===== config.mk =====
export PLATFORM = sky130hd
export DESIGN_NAME = fetch_unit
export DESIGN_NICKNAME = d
export VERILOG_FILES = /design/src/rtl/fetch_unit.sv
export SDC_FILE = /design/constraint.sdc
export NUM_CORES = 1
export LEC_CHECK = 0
export BUFFER_PORTS_ARGS = -buffer_cell sky130_fd_sc_hd__buf_2
export CORE_UTILIZATION = 50
export CTS_BUF_LIST = sky130_fd_sc_hd__clkbuf_4 sky130_fd_sc_hd__clkbuf_8 sky130_fd_sc_hd__clkbuf_16
export CTS_CLUSTER_SIZE = 10
export DETAILED_ROUTE_END_ITERATION = 8
export GPL_TIMING_DRIVEN = 1
export MAX_ROUTING_LAYER = met4
export PLACE_DENSITY = 0.95
export SKIP_CTS_REPAIR_TIMING = 1
export SLEW_MARGIN = 20
export SYNTH_ARGS = -nofsm -noshare
export SYNTH_HDL_FRONTEND = slang
export SYNTH_SLANG_ARGS = --single-unit

===== constraint.sdc =====
create_clock -name clk -period 5.25 [get_ports clk]
set_input_delay 0.525 -clock clk [delete_from_list [all_inputs] [get_ports clk]]
set_output_delay 0.525 -clock clk [all_outputs]
set_load 0.05 [all_outputs]

===== src/rtl/fetch_unit.sv =====
// fetch_unit: instruction-fetch stage owning the PC, driving a combinational
// instruction memory and registering the fetched word plus its PC into IF/ID.
// Ports:
//   clk, rst_n                 clock, async active-low reset
//   imem_addr / imem_instr     combinational instruction-memory address / data
//   stall                      hold PC and IF/ID register
//   redirect_valid/_target     execute-stage flush to a new PC (highest priority)
//   jump_valid / jump_addr     decode-stage unconditional jump
//   if_valid/if_instr/if_pc    IF/ID register outputs
//   if_pc_next                 if_pc + PC_INCREMENT_VAL
//   halted                     fetch stopped on a HALT word
module fetch_unit #(
   parameter int ADDRESS_WIDTH     = 8,
   parameter int INSTRUCTION_WIDTH = 16,
   parameter int OPCODE_WIDTH      = 4,
   parameter int JUMP_ADDR_WIDTH   = 12,
   parameter int PC_INCREMENT_VAL  = 2,
   parameter logic [ADDRESS_WIDTH-1:0] RESET_PC    = 8'h00,
   parameter logic [OPCODE_WIDTH-1:0]  HALT_OPCODE = 4'hF
) (
   input  logic                         clk,
   input  logic                         rst_n,
   output logic [ADDRESS_WIDTH-1:0]     imem_addr,
   input  logic [INSTRUCTION_WIDTH-1:0] imem_instr,
   input  logic                         stall,
   input  logic                         redirect_valid,
   input  logic [ADDRESS_WIDTH-1:0]     redirect_target,
   input  logic                         jump_valid,
   input  logic [JUMP_ADDR_WIDTH-1:0]   jump_addr,
   output logic                         if_valid,
   output logic [INSTRUCTION_WIDTH-1:0] if_instr,
   output logic [ADDRESS_WIDTH-1:0]     if_pc,
   output logic [ADDRESS_WIDTH-1:0]     if_pc_next,
   output logic                         halted
);

   localparam int AW = ADDRESS_WIDTH;
   localparam int IW = INSTRUCTION_WIDTH;
   localparam int OW = OPCODE_WIDTH;
   localparam int JW = JUMP_ADDR_WIDTH;

   localparam logic [1:0] S_BOOT = 2'd0;
   localparam logic [1:0] S_RUN  = 2'd1;
   localparam logic [1:0] S_HALT = 2'd2;

   logic [1:0]    r_state;
   logic [AW-1:0] r_pc;
   logic          r_if_valid;
   logic [IW-1:0] r_if_instr;
   logic [AW-1:0] r_if_pc;

   logic          w_is_halt;
   logic [AW-1:0] w_redir_pc;
   logic [AW-1:0] w_jump_pc;
   logic [AW-1:0] w_pc_inc;
   logic          w_unused;

   // Targets are forced even so a fetch can never be misaligned.
   assign w_redir_pc = {redirect_target[AW-1:1], 1'b0};
   assign w_jump_pc  = {jump_addr[AW-1:1], 1'b0};
   assign w_pc_inc   = r_pc + AW'(PC_INCREMENT_VAL);
   assign w_is_halt  = (imem_instr[IW-1 -: OW] == HALT_OPCODE);
   assign w_unused   = ^{jump_addr[JW-1:AW], jump_addr[0],
                         redirect_target[0]};

   always_ff @(posedge clk or negedge rst_n) begin
      if (!rst_n) begin
         r_state    <= S_BOOT;
         r_pc       <= RESET_PC;
         r_if_valid <= 1'b0;
         r_if_instr <= '0;
         r_if_pc    <= '0;
      end else begin
         unique case (r_state)
            S_BOOT: r_state <= S_RUN;
            S_RUN: begin
               if (redirect_valid) begin
                  r_pc       <= w_redir_pc;
                  r_if_valid <= 1'b0;
               end else if (jump_valid) begin
                  r_pc       <= w_jump_pc;
                  r_if_valid <= 1'b0;
               end else if (!stall) begin
                  r_if_instr <= imem_instr;
                  r_if_pc    <= r_pc;
                  r_if_valid <= 1'b1;
                  // HALT word is captured but the PC stays on it.
                  if (w_is_halt) r_state <= S_HALT;
                  else           r_pc    <= w_pc_inc;
               end
            end
            S_HALT: begin
               if (redirect_valid) begin
                  r_pc       <= w_redir_pc;
                  r_if_valid <= 1'b0;
                  r_state    <= S_RUN;
               end else if (!stall) begin
                  // HALT word consumed by decode; nothing more to offer.
                  r_if_valid <= 1'b0;
               end
            end
            default: r_state <= S_BOOT;
         endcase
      end
   end

   assign imem_addr  = r_pc;
   assign if_valid   = r_if_valid;
   assign if_instr   = r_if_instr;
   assign if_pc      = r_if_pc;
   assign if_pc_next = r_if_pc + AW'(PC_INCREMENT_VAL);
   assign halted     = (r_state == S_HALT);

endmodule


==> impl_metrics.tcl <==
set metrics [dict create \
    mostFrequentLayoutCells "buf_2, dfrtp_1, mux2_2" \
    yosysWarnings 0 \
    ant_nets 0 \
    fmax_mhz 448 \
    hp-class "input pin to async pin" \
    grtUsageTotal 0.225 \
    cp_data_arrival_time_ns 1.71 \
    coreArea_mm2 0.00339 \
    fin_crit_sh 0.425 \
    final_area_mm2 0.00223 \
    clk_path_buf_depth 2 \
    yosys.area.top_type_share 0.459 \
    antenna_found_initial 0 \
    cts_tree "done" \
    clock-sinks 33 \
    drt_iter0_markers 86 \
    cp-start-kind "flop" \
    ioPinCount 83 \
    synth_seq_cells 33 \
    async_flop_share 1.00 \
    clock_skew_ns 0.00984 \
    yosysSeqAreaShare 0.459 \
    setup-tns-final_ns 0 \
    routabilityCongestion 0.811 \
    syn_inst 152 \
    synth_edf_count 0 \
    critical-path-max-stage-delay_ns 0.43 \
    slew_violations 0 \
    ys.flop_type "dfrtp_1" \
    wl_mm 3.99 \
    cap_viol_max_count 0 \
    hold_viol 0 \
    synthTopCellsByArea "dfrtp_1, mux2_2, ha_1" \
    antenna_cells 0 \
    syn_area_mm2 0.00180 \
    layout-drive-gt1-share 0.504 \
    setup_viol 0 \
    status "finished clean" \
    rsz0062_at_grt "no" \
    die_x_um 62.0 \
    period_needed_ns 2.23 \
    via_per_inst 5.47 \
    num-nets-final 273 \
    clk_pin_slew_ns 0.11 \
    worst_slew_pin_slew_ns 0.703 \
    drt_pass1_iterations 5 \
    path_max_fanout 5 \
    cp-end-kind "output pin" \
    r2r_cells 6 \
    synth_cell_types 36 \
    path_depth 5 \
    die_area_mm2 0.00384 \
    first_global_vias 1245 \
    yosysTopAreaCell "dfrtp_1" \
    crit_chain "ha_1 -> nand3_1 -> nor2_1 -> xor2_1 -> buf_2" \
    routed-via-count 1488 \
    cts_inserted_buffers 5 \
    critPathRequiredTime_ns 4.72 \
    drc 0 \
    die_y_um 62.0 \
    wl_per_cell_um 14.7 \
    critPathTopFamily "flip-flops" \
    clk_latency_ns 0.34 \
    syn_avg_cell_area_um2 11.8 \
    criticalPathCategory "flop to output pin" \
    port_buffers 73 \
    root_buffer "clkbuf_4" \
    row_count 21 \
    area_delta_synth_final_pct 23.7 \
    path_buf_inv 1 \
    initial_core_util 0.531 \
    grt_pass1_wl_mm 5.89 \
    postPlaceCellArea_mm2 0.00217 \
    crit_slowest_cell "dfrtp_1" \
    grt.overflow.total 0 \
    cts_max_level 2 \
    grt_max_degree 34 \
    dpl.hpwl_mm 3.05 \
    layout_commonest_cell "buf_2" \
    slew_headroom 0.531 \
]
-- cells in the mapped netlist (2+ instances only) --
master and number:
nor2_1 4, nand3_1 5, mux2i_1 4, and3_1 2, clkbuf_1 2, dfrtp_1 33, xnor2_1 4, buf_4 5
ha_1 7, a21oi_1 3, inv_1 7, xor2_1 3, a31oi_1 4, buf_2 2, o31ai_1 2, mux2_1 2
mux2_2 28, o21ai_0 7, o21a_1 3, nand2_1 7, nand4_1 3
-- cell type report --
cell class                      instances  area (um^2)
Timing Repair Buffer                   74          373
Clock inverter                          3         17.5
Sequential cell                        33          826
Fill cell                             255         1160
Inverter                                7         26.3
Tap cell                               46         57.6
Multi-Input combinational cell        104          890
Clock buffer                            5         37.5
-- flip-flops by register name (all words and copies together) (netlist names) --
name       cells
if_valid       1
if_pc          7
r_state        2
imem_addr      7
if_instr      16
-- worst reg2reg max path, delay by kind of cell, from the launching register on --
family	cells	cell delay, ns
multiplexers	1	0.14
adder cells (fa/ha/maj)	1	0.35
flip-flops	1	0.42
buffers and inverters	1	0.10
AND/OR/NAND/NOR	3	1.15
-- cell families (layout without fill, tap and decap cells) --
family | after synthesis | count (layout) | synth area share
adder cells (fa/ha/maj) | 7 | 7 | 0.0486
AO/OA/AOI/OAI | 25 | 25 | 0.0994
other | 1 | 3 | 0.00208
XOR/XNOR | 7 | 7 | 0.0341
flip-flops | 33 | 33 | 0.459
multiplexers | 34 | 34 | 0.210
buffers and inverters | 17 | 89 | 0.0514
AND/OR/NAND/NOR | 28 | 28 | 0.0959
-- per-layer routing --
layer	track usage	wire length (um)	vias to the layer above
met5	-	0	-
met1	0.279	1620	717
met2	0.354	2040	69
met4	0.0984	77	0
li1	-	-	692
met3	0.0455	249	10
-- final timing paths --
path,startpoint,endpoint,slack [ns]
max,if_pc[2],if_pc_next[7],3.02
min,rst_n,if_instr[10],0.22
max reg2reg,r_state[0],imem_addr[6],3.05
min reg2reg,if_instr[4],if_instr[4],0.51
max in group asynchronous,rst_n,if_instr[1],4.57
min in group clk,imem_instr[2],if_instr[2],0.41
-- metrics by stage --
step / worst slack [ns] / hold WS [ns] / std cells / utilization
detailed placement: 3.09 / 0.490 / 264 / 0.641
finish: 3.02 / 0.216 / 272 / 0.657
floorplan: 2.76 / 0.229 / 154 / -
CTS: 3.00 / 0.240 / 272 / 0.657
global route: 2.86 / 0.280 / 272 / 0.657
global placement: 3.15 / 0.484 / 264 / 0.641
Power is not shown: default switching activity piles up to over one toggle a cycle in this logic, so the estimate is an artifact.
